File: src/rtl/if_id_stage.sv
// if_id_stage: program counter, fetch address and IF/ID register with stall, redirect and squash
module if_id_stage #(
  parameter logic [31:0] RESET_PC = 32'h0000_0000,
  parameter int CNT_W = 32
) (
  input  logic             clk,
  input  logic             rst,
  output logic [31:0]      imem_addr,
  input  logic [31:0]      imem_data,
  input  logic             stall,
  input  logic             branch_taken,
  input  logic [31:0]      branch_target,
  input  logic             jump,
  input  logic [25:0]      j_address,
  output logic [31:0]      id_inst,
  output logic [31:0]      id_pc4,
  output logic             id_valid,
  output logic [CNT_W-1:0] fetch_cnt,
  output logic [CNT_W-1:0] bubble_cnt
);
  logic [31:0] pc, pc4, target;
  logic redirect;
  assign imem_addr = pc;
  assign pc4 = pc + 32'd4;
  assign redirect = jump | branch_taken;
  // jump region comes from the instruction sitting in ID, not from the fetch PC
  assign target = jump ? {id_pc4[31:28], j_address, 2'b00} : {branch_target[31:2], 2'b00};
  always_ff @(posedge clk) begin
    if (rst) begin
      pc <= RESET_PC;
      id_inst <= '0;
      id_pc4 <= '0;
      id_valid <= 1'b0;
      fetch_cnt <= '0;
      bubble_cnt <= '0;
    end else if (!stall) begin
      pc <= redirect ? target : pc4;
      id_inst <= redirect ? 32'h0 : imem_data;
      id_pc4 <= redirect ? 32'h0 : pc4;
      id_valid <= !redirect;
      fetch_cnt <= fetch_cnt + CNT_W'(!redirect);
      bubble_cnt <= bubble_cnt + CNT_W'(redirect);
    end
  end
endmodule

File: config.mk
export PLATFORM = sky130hd
export DESIGN_NAME = if_id_stage
export DESIGN_NICKNAME = d
export VERILOG_FILES = /design/src/rtl/if_id_stage.sv
export SDC_FILE = /design/constraint.sdc
export NUM_CORES = 1
export LEC_CHECK = 0
export CELL_PAD_IN_SITES_DETAIL_PLACEMENT = 1
export CELL_PAD_IN_SITES_GLOBAL_PLACEMENT = 1
export CORE_MARGIN = 4
export CORE_UTILIZATION = 34
export DETAILED_ROUTE_END_ITERATION = 6
export PLACE_DENSITY_LB_ADDON = 0.05
export SLEW_MARGIN = 20
export SYNTH_ARGS = -nofsm -noshare
export SYNTH_HDL_FRONTEND = slang
export SYNTH_SLANG_ARGS = --single-unit
File: constraint.sdc
create_clock -name clk -period 3.95 [get_ports clk]
set_input_delay 0.79 -clock clk [delete_from_list [all_inputs] [get_ports clk]]
set_output_delay 0.79 -clock clk [all_outputs]
set_load 0.05 [all_outputs]
Yosys cells after proc, flatten, opt, wreduce, memory -nomap -nowiden
Cells that the tools add are included.
- memory bits (writable): 0
- flip-flop bits (word level): 161
- memories kept: 0
- bits in latches: 0
- memory bits (read-only): 0
- equality and inequality tests: 0
- shift operators: 0
- mux-type cells: 4
- bitwise operators: 1
- div/mod/pow operators: 0
- order comparisons: 0
- reductions and logical operators: 1
- add/subtract/negate cells: 3
- multipliers: 0
- operators with widths (cell ; number):
    $mux W32 ; 4
    $add A32 B1 Y32 ; 2
    $add A32 B3 Y32 const B ; 1
    $logic_not A1 Y1 ; 1
    $or A1 B1 Y1 ; 1

Depth between registers and ports, before layout
Gate-level depths: netlist (run 1).
- depth after elaboration: 3
- mapped depth: 11

Worst setup path before layout (run 1)
Ideal clock, no wire load.
- kind: in2reg
- start: in branch_taken
- end: reg fetch_cnt[22]
- path slack: 0.810 ns
- arrival: 3.019 ns
- path buffers: 3
- setup time: 0.121 ns
- stages: 10
- cell sequence: buf_6 > or3b_1 > buf_2 > inv_1 > ha_1 > nand3b_1 > or4_1 > clkbuf_1 > nor4_1 > mux2_2
- word-level cells in the longest chain between the ends: 3
- ends and longest elaborated chain (item ; RTL line ; RTL):
    start: declaration ; 11 ; input logic branch_taken,
    $or A1 B1 Y1 ; 25 ; assign redirect = jump | branch_taken;
    $logic_not A1 Y1 ; 41 ; fetch_cnt <= fetch_cnt + CNT_W'(!redirect);
    $add A32 B1 Y32 ; 41 ;
    end signal: assignment ; 41 ;
    end: declaration ; 18 ; output logic [CNT_W-1:0] fetch_cnt,
Every way passes these cells.
A chain may end at the register's enable or synchronous reset.

Worst setup path after layout (run 1)
- start: in branch_taken
- end: reg fetch_cnt[20]
Same word-level chain as after synthesis.

==> impl_metrics.prom, run 1 <==
# TYPE chip_impl_metric gauge
chip_impl_metric{name="first_pass_grt_wire_length",unit="um"} 43620
chip_impl_metric{name="post_layout_nonfiller_instances",unit=""} 1407
chip_impl_metric{name="std_cell_rows",unit=""} 54
chip_impl_info{name="worst_path_max_delay_cell",value="sky130_fd_sc_hd__or4_1"} 1
chip_impl_metric{name="initialDrtViolationCount",unit=""} 443
chip_impl_info{name="rsz0062_at_grt",value="no"} 1
chip_impl_metric{name="die_w",unit="um"} 158.4
chip_impl_metric{name="grt_antenna_before_repair",unit=""} 1
chip_impl_metric{name="vdd_ir_drop_max",unit="V"} 0.0002607
chip_impl_metric{name="area_growth",unit="%"} 42.30
chip_impl_metric{name="multi_input_area",unit="sq um"} 4139
chip_impl_info{name="synth_top_family_by_area",value="simple AND/OR/NAND/NOR gates"} 1
chip_impl_metric{name="synth.yosys.warnings",unit=""} 0
chip_impl_metric{name="synth.area.mux_share",unit="%"} 2.392
chip_impl_info{name="run_status",value="completed"} 1
chip_impl_metric{name="cts_made_buffers",unit=""} 17
chip_impl_info{name="layout_commonest_cell",value="sky130_fd_sc_hd__clkdlybuf4s50_1"} 1
chip_impl_info{name="timing.hold.worst.class",value="reg -> reg"} 1
chip_impl_metric{name="synth.yosys.seq_area_share",unit="%"} 41.13
chip_impl_metric{name="gp_congestion",unit=""} 0.8122
chip_impl_metric{name="grt_start_max_net_pins",unit=""} 52
chip_impl_metric{name="power.leakage",unit="nW"} 3.682
chip_impl_metric{name="detailedPlacementHpwl",unit="um"} 19710
chip_impl_info{name="crit_path_cell_trace",value="clkdlybuf4s50_1 > or3b_1 > inv_1 > ha_1 > nand3b_1 > or4_1 > buf_4 > or4_1 > a21oi_1"} 1
chip_impl_metric{name="post-route-period-util",unit="%"} 81.31
chip_impl_metric{name="cts_setup_buffers",unit=""} 0
chip_impl_metric{name="cp_num_buf_inv",unit=""} 3
chip_impl_metric{name="final_hold_viol_count",unit=""} 0
chip_impl_metric{name="dp.cells",unit=""} 1375
chip_impl_metric{name="finish.net_count",unit=""} 1213
chip_impl_info{name="path_common_cell",value="sky130_fd_sc_hd__or4_1"} 1
chip_impl_metric{name="largest_fanout_on_the_critical_path",unit=""} 14
chip_impl_metric{name="netlist_instances",unit=""} 899
chip_impl_metric{name="drcViolationCount",unit=""} 0
chip_impl_metric{name="synth_enable_flop_cells",unit=""} 0
chip_impl_metric{name="final_wirelength",unit="um"} 27970
chip_impl_metric{name="drv_cap",unit=""} 0
chip_impl_metric{name="hold_bufs_inserted_after_cts",unit=""} 0
chip_impl_metric{name="drt.antenna.violating_nets",unit=""} 0
chip_impl_metric{name="ff_latch_area",unit="sq um"} 3163
chip_impl_info{name="prevailing_post_synth_register_cell",value="sky130_fd_sc_hd__dfxtp_1"} 1
chip_impl_metric{name="synthArstFlopShare",unit="%"} 0
chip_impl_info{name="worst-setup-path-type",value="in -> reg"} 1
chip_impl_metric{name="arrival",unit="ns"} 3.58
chip_impl_metric{name="die-area",unit="sq um"} 25090
chip_impl_metric{name="power_density",unit="nW/um^2"} 348.4
chip_impl_metric{name="fin_crit",unit="ns"} 3.212
chip_impl_metric{name="layout-drive-gt1-share",unit="%"} 6.655
chip_impl_metric{name="vias_in_the_first_global_route",unit=""} 7812
chip_impl_metric{name="synth_fa_ha_area_share",unit="%"} 0.6508
chip_impl_metric{name="synth.ff_latch_count",unit=""} 158
chip_impl_metric{name="ctsHtreeMaxLevel",unit=""} 4
chip_impl_metric{name="slew_viol_final",unit=""} 0
chip_impl_metric{name="worstMarginPinSlew",unit="ns"} 0.9743
chip_impl_metric{name="cts_resized",unit=""} 0
chip_impl_metric{name="cpPeakStageDelay",unit="ns"} 0.64
chip_impl_metric{name="yosys.area_share.simple",unit="%"} 25.35
chip_impl_info{name="critical_path.startpoint_type",value="input pin"} 1
chip_impl_metric{name="starting_density",unit="%"} 34.91
chip_impl_metric{name="routed-via-count",unit=""} 7921
chip_impl_metric{name="cts.path.max_buffers",unit=""} 2
chip_impl_metric{name="design.portCount",unit=""} 256
chip_impl_metric{name="clkSinkCount",unit=""} 158
chip_impl_metric{name="timing.max_slew.rel_slack",unit="%"} 34.45
chip_impl_metric{name="syn-cell-area",unit="sq um"} 7690
chip_impl_metric{name="timing.setup.tns",unit="ns"} 0
chip_impl_metric{name="routed_via_density",unit=""} 5.630
chip_impl_metric{name="wl_per_cell",unit="um"} 19.88
chip_impl_info{name="setup.worst_path.end_class",value="register"} 1
chip_impl_metric{name="setup_viol_count_final",unit=""} 0
chip_impl_metric{name="port_buffers",unit=""} 251
chip_impl_metric{name="clk-insertion-delay-late",unit="ns"} 0.43
chip_impl_metric{name="synth.avg_cell_area",unit="sq um"} 8.554
chip_impl_info{name="cts.root.buffer_cell",value="sky130_fd_sc_hd__clkbuf_16"} 1
chip_impl_metric{name="synth_cell_type_count",unit=""} 71
chip_impl_metric{name="global_route.usage.total",unit="%"} 21.78
chip_impl_info{name="tritoncts",value="built"} 1
chip_impl_metric{name="die-height",unit="um"} 158.4
chip_impl_metric{name="clkSlewWorstSetupHoldPaths",unit="ns"} 0.07
chip_impl_metric{name="grt-ovfl-total",unit=""} 0
chip_impl_metric{name="fill_cells",unit=""} 2570
chip_impl_info{name="critical-path-top-delay-family",value="simple AND/OR/NAND/NOR gates"} 1
chip_impl_metric{name="drt_pass1_iterations",unit=""} 4
chip_impl_metric{name="synth_compound_gate_area_share",unit="%"} 21.71
chip_impl_metric{name="achievable-frequency",unit="MHz"} 311.4
chip_impl_metric{name="n_antenna_cell",unit=""} 0
chip_impl_metric{name="design.core.area",unit="sq um"} 22030
chip_impl_info{name="leading_cell_types_in_the_layout_fill_and_taps_excluded",value="sky130_fd_sc_hd__clkdlybuf4s50_1, sky130_fd_sc_hd__dfxtp_1, sky130_fd_sc_hd__nand2_1"} 1
chip_impl_metric{name="timing.clock.skew",unit="ns"} 0.01442
chip_impl_metric{name="synth-xor-area-share",unit="%"} 3.417
chip_impl_metric{name="cp.required",unit="ns"} 4.31
==> metrics by stage <==
step	instance area [sq um]	util [%]	hold WS [ns]	setup WS, ns	power (mW)
2_1_floorplan	7694	-	0.6614	0.8100	1.985
3_3_place_gp	10380	47.13	0.4353	0.3634	2.219
3_5_place_dp	10380	47.13	0.4428	0.3250	2.223
4_1_cts	10940	49.68	0.4540	0.7508	3.847
5_1_grt	10940	49.68	0.4835	0.5815	3.948
6_report	10940	49.68	0.4513	0.7383	3.813
==> cells by family (layout without fill, tap and decap cells) <==
| group | Yosys count | in the layout |
|---|---|---|
| XOR/XNOR | 30 | 30 |
| other | 1 | 2 |
| flip-flops | 158 | 158 |
| AND/OR/NAND/NOR | 365 | 365 |
| buffers and inverters | 99 | 326 |
| multiplexers | 17 | 17 |
| adder cells (fa/ha/maj) | 4 | 4 |
| AO/OA/AOI/OAI | 225 | 225 |
==> final timing paths <==
check	start	endpoint	slack [ns]	cells past startpoint
worst min-delay path	id_valid	id_valid	0.45	2
worst min register to register	id_valid	id_valid	0.45	2
worst max-delay path	branch_taken	fetch_cnt[20]	0.74	9
worst max register to register	fetch_cnt[0]	fetch_cnt[20]	1.16	8
==> worst register-to-register path: stages (launching register included) <==
cell and delay, ns:
sky130_fd_sc_hd__dfxtp_1 0.39, sky130_fd_sc_hd__or3b_1 0.39, sky130_fd_sc_hd__inv_1 0.07, sky130_fd_sc_hd__ha_1 0.17, sky130_fd_sc_hd__nand3b_1 0.19, sky130_fd_sc_hd__or4_1 0.64, sky130_fd_sc_hd__buf_4 0.24, sky130_fd_sc_hd__or4_1 0.51
sky130_fd_sc_hd__a21oi_1 0.15
==> sequential cells by signal, indices dropped and copies added (netlist names) <==
register,flops
id_pc4,31
imem_addr,30
bubble_cnt,32
id_valid,1
fetch_cnt,32
id_inst,32
==> layout make-up <==
cell class              count  share of cell area [%]
repair buffers            269                   24.08
clock inverters            13                   1.178
well taps                 280                   3.201
clock buffers              19                   3.956
multi-input cells         643                   37.82
inverters                  25                  0.8575
flip-flops and latches    158                   28.90
==> cell usage after synthesis (6+ instances only) <==
cell / n / area share [%]
sky130_fd_sc_hd__dfxtp_1: 158 / 41
sky130_fd_sc_hd__nand2_1: 71 / 3.5
sky130_fd_sc_hd__nor2_1: 63 / 3.1
sky130_fd_sc_hd__nand3_1: 61 / 4.0
sky130_fd_sc_hd__clkbuf_1: 55 / 2.7
sky130_fd_sc_hd__a21oi_1: 49 / 3.2
sky130_fd_sc_hd__a22o_1: 36 / 4.1
sky130_fd_sc_hd__nand4_1: 33 / 2.7
sky130_fd_sc_hd__o21ai_0: 31 / 2.0
sky130_fd_sc_hd__or4_1: 27 / 2.6
sky130_fd_sc_hd__inv_1: 24 / 1.2
sky130_fd_sc_hd__nor4_1: 21 / 1.7
sky130_fd_sc_hd__xnor2_1: 21 / 2.4
sky130_fd_sc_hd__o31ai_1: 17 / 1.7
sky130_fd_sc_hd__o211ai_1: 16 / 1.6
sky130_fd_sc_hd__or3_1: 16 / 1.3
sky130_fd_sc_hd__nor3_1: 14 / 0.91
sky130_fd_sc_hd__nor2b_1: 12 / 0.98
sky130_fd_sc_hd__buf_1: 11 / 0.54
sky130_fd_sc_hd__a22oi_1: 10 / 0.98
sky130_fd_sc_hd__and3_1: 10 / 0.81
sky130_fd_sc_hd__o311ai_0: 10 / 1.1
sky130_fd_sc_hd__and4_1: 9 / 1.0
sky130_fd_sc_hd__xor2_1: 9 / 1.0
sky130_fd_sc_hd__mux2_2: 8 / 1.2
sky130_fd_sc_hd__mux2i_1: 6 / 0.78
sky130_fd_sc_hd__or2_2: 6 / 0.49
==> report_power, final <==
| part | switching, mW | internal [mW] |
|---|---|---|
| combinational | 0.296 | 0.207 |
| sequential | 0.0536 | 1.63 |
| clock | 0.745 | 0.883 |
| total | 1.09 | 2.72 |
==> routing by layer <==
layer	track usage, %	share of wire (%)	vias up
met4	5.361	1.3	2
li1	-	-	3807
met3	4.512	5.3	28
met2	37.13	49	220
met5	0	0.072	-
met1	28.30	44	3864
Power figures use the tool's default switching activity.
==> run 2: changes to the inputs <==
==> constraint.sdc (replaced) <==
create_clock -name clk -period 3.2 [get_ports clk]
set_input_delay 0.64 -clock clk [delete_from_list [all_inputs] [get_ports clk]]
set_output_delay 0.64 -clock clk [all_outputs]
set_load 0.05 [all_outputs]
==> impl_metrics.prom, run 2 (synthesized netlist as in run 1, its figures left out) <==
# TYPE chip_impl_metric gauge
chip_impl_metric{name="achievable-frequency",unit="MHz"} 347.4
chip_impl_info{name="path_common_cell",value="sky130_fd_sc_hd__or4_1"} 1
chip_impl_metric{name="setup_viol_count_final",unit=""} 0
chip_impl_metric{name="fill_cells",unit=""} 2576
chip_impl_metric{name="largest_fanout_on_the_critical_path",unit=""} 8
chip_impl_info{name="leading_cell_types_in_the_layout_fill_and_taps_excluded",value="sky130_fd_sc_hd__clkdlybuf4s50_1, sky130_fd_sc_hd__dfxtp_1, sky130_fd_sc_hd__nand2_1"} 1
chip_impl_metric{name="post-place-ws",unit="ns"} -0.09732
chip_impl_info{name="rsz0062_at_grt",value="no"} 1
chip_impl_metric{name="drcViolationCount",unit=""} 0
chip_impl_metric{name="drv_cap",unit=""} 0
chip_impl_metric{name="die-height",unit="um"} 158.4
chip_impl_metric{name="cts_resized",unit=""} 0
chip_impl_metric{name="timing.setup.tns",unit="ns"} 0
chip_impl_info{name="reg_top3",value="bubble_cnt (32), fetch_cnt (32), id_inst (32)"} 1
chip_impl_metric{name="gp_congestion",unit=""} 0.8287
chip_impl_metric{name="n_antenna_cell",unit=""} 0
chip_impl_metric{name="worstMarginPinSlew",unit="ns"} 0.9439
chip_impl_metric{name="design.portCount",unit=""} 256
chip_impl_metric{name="starting_density",unit="%"} 34.91
chip_impl_metric{name="clk-insertion-delay-late",unit="ns"} 0.42
chip_impl_metric{name="first_pass_grt_wire_length",unit="um"} 44840
chip_impl_metric{name="area_growth",unit="%"} 44.65
chip_impl_metric{name="fin_total_pwr",unit="mW"} 4.859
chip_impl_metric{name="final_util",unit="%"} 50.50
chip_impl_info{name="crit_path_cell_trace",value="clkdlybuf4s50_1 > or3b_1 > inv_1 > ha_1 > nand3b_1 > or4_1 > buf_4 > or4_1 > a21oi_1"} 1
chip_impl_metric{name="grt_antenna_before_repair",unit=""} 1
chip_impl_metric{name="ctsHtreeMaxLevel",unit=""} 4
chip_impl_metric{name="holdWs",unit="ns"} 0.4508
chip_impl_info{name="tritoncts",value="built"} 1
chip_impl_metric{name="power_density",unit="nW/um^2"} 436.9
chip_impl_metric{name="fin_crit",unit="ns"} 2.878
chip_impl_metric{name="cts_made_buffers",unit=""} 17
chip_impl_metric{name="grt_start_max_net_pins",unit=""} 53
chip_impl_info{name="setup.worst_path.end_class",value="register"} 1
chip_impl_metric{name="cts.path.max_buffers",unit=""} 2
chip_impl_info{name="critical-path-top-delay-family",value="simple AND/OR/NAND/NOR gates"} 1
chip_impl_metric{name="drt.antenna.violating_nets",unit=""} 0
chip_impl_metric{name="timing.clock.skew",unit="ns"} 0.01094
chip_impl_metric{name="post-route-period-util",unit="%"} 89.95
chip_impl_metric{name="timing.max_slew.rel_slack",unit="%"} 36.93
chip_impl_metric{name="vdd_ir_drop_max",unit="V"} 0.0002731
chip_impl_metric{name="final_hold_viol_count",unit=""} 0
chip_impl_metric{name="layout-drive-gt1-share",unit="%"} 7.975
chip_impl_metric{name="wl_per_cell",unit="um"} 20.13
chip_impl_metric{name="power.leakage",unit="nW"} 3.794
chip_impl_metric{name="hold_bufs_inserted_after_cts",unit=""} 0
chip_impl_metric{name="global_route.usage.total",unit="%"} 22.25
chip_impl_metric{name="slew_viol_final",unit=""} 0
chip_impl_info{name="worst_path_max_delay_cell",value="sky130_fd_sc_hd__or4_1"} 1
chip_impl_metric{name="clkSlewWorstSetupHoldPaths",unit="ns"} 0.07
chip_impl_metric{name="design.core.area",unit="sq um"} 22030
chip_impl_metric{name="cpPeakStageDelay",unit="ns"} 0.56
chip_impl_metric{name="die_w",unit="um"} 158.4
chip_impl_metric{name="cp_num_buf_inv",unit=""} 3
chip_impl_metric{name="cts_setup_buffers",unit=""} 0
chip_impl_metric{name="final.setup.worst_slack",unit="ns"} 0.3217
chip_impl_metric{name="grt-ovfl-total",unit=""} 0
chip_impl_info{name="worst-setup-path-type",value="in -> reg"} 1
chip_impl_metric{name="die-area",unit="sq um"} 25090
chip_impl_metric{name="routed-via-count",unit=""} 8085
chip_impl_metric{name="port_buffers",unit=""} 251
chip_impl_metric{name="finish.net_count",unit=""} 1227
chip_impl_info{name="run_status",value="completed"} 1
chip_impl_metric{name="clkSinkCount",unit=""} 158
chip_impl_metric{name="std_cell_rows",unit=""} 54
chip_impl_metric{name="final_wirelength",unit="um"} 28610
chip_impl_metric{name="arrival",unit="ns"} 3.23
chip_impl_info{name="timing.hold.worst.class",value="reg -> reg"} 1
chip_impl_metric{name="vias_in_the_first_global_route",unit=""} 8125
chip_impl_metric{name="detailedPlacementHpwl",unit="um"} 20300
chip_impl_metric{name="initialDrtViolationCount",unit=""} 378
chip_impl_metric{name="routed_via_density",unit=""} 5.690
chip_impl_metric{name="drt_pass1_iterations",unit=""} 4
chip_impl_info{name="critical_path.startpoint_type",value="input pin"} 1
chip_impl_metric{name="cp.required",unit="ns"} 3.55
chip_impl_info{name="layout_commonest_cell",value="sky130_fd_sc_hd__clkdlybuf4s50_1"} 1
chip_impl_info{name="cts.root.buffer_cell",value="sky130_fd_sc_hd__clkbuf_16"} 1
run 2: metal layers:
layer  wire (um)  GRT usage (%)
met2       14560          38.65
met1       12170          28.36
met5          10              0
met4         456          5.524
met3        1419          4.485
run 2: final cells by class:
| type | count | area (sq um) | area share, % |
|---|---|---|---|
| multi-input cells | 643 | 4139 | 37.21 |
| clock buffers | 18 | 439.2 | 3.948 |
| inverters | 25 | 93.84 | 0.8436 |
| repair buffers | 283 | 2765 | 24.86 |
| clock inverters | 14 | 172.7 | 1.552 |
| flip-flops and latches | 158 | 3163 | 28.44 |
| well taps | 280 | 350.3 | 3.150 |
run 2: path summary, 6_finish.rpt:
path | to | cells past startpoint | slack, ns | from
worst max-delay path | fetch_cnt[30] | 9 | 0.32 | branch_taken
worst min-delay path | id_valid | 2 | 0.45 | id_valid
worst max register to register | fetch_cnt[30] | 8 | 0.56 | fetch_cnt[0]
worst min register to register | id_valid | 2 | 0.45 | id_valid
run 2: tightest hold or removal path: stages (launching register included):
cell	delay (ns)
sky130_fd_sc_hd__dfxtp_1	0.31
sky130_fd_sc_hd__nand2_1	0.05
sky130_fd_sc_hd__nand2_1	0.05
run 2: per-stage QoR:
stage,std cells,cell area [sq um]
2_1_floorplan,900,7694
3_3_place_gp,1389,10510
3_5_place_dp,1389,10510
4_1_cts,1421,11120
5_1_grt,1421,11120
6_report,1421,11120
run 2: report_power, final:
group | switching (mW) | total (mW) | internal (mW)
registers | 0.0628 | 2.07 | 2.01
clock network | 0.948 | 2.15 | 1.21
logic | 0.371 | 0.632 | 0.260
==> run 3: changes to the inputs <==
--- a/config.mk
+++ b/config.mk
@@ -15,3 +15,4 @@
 export SYNTH_ARGS = -nofsm -noshare
 export SYNTH_HDL_FRONTEND = slang
 export SYNTH_SLANG_ARGS = --single-unit
+export TNS_END_PERCENT = 10
==> results of run 3 <==
The final DEF is identical to that of run 2; final timing and power are the same.
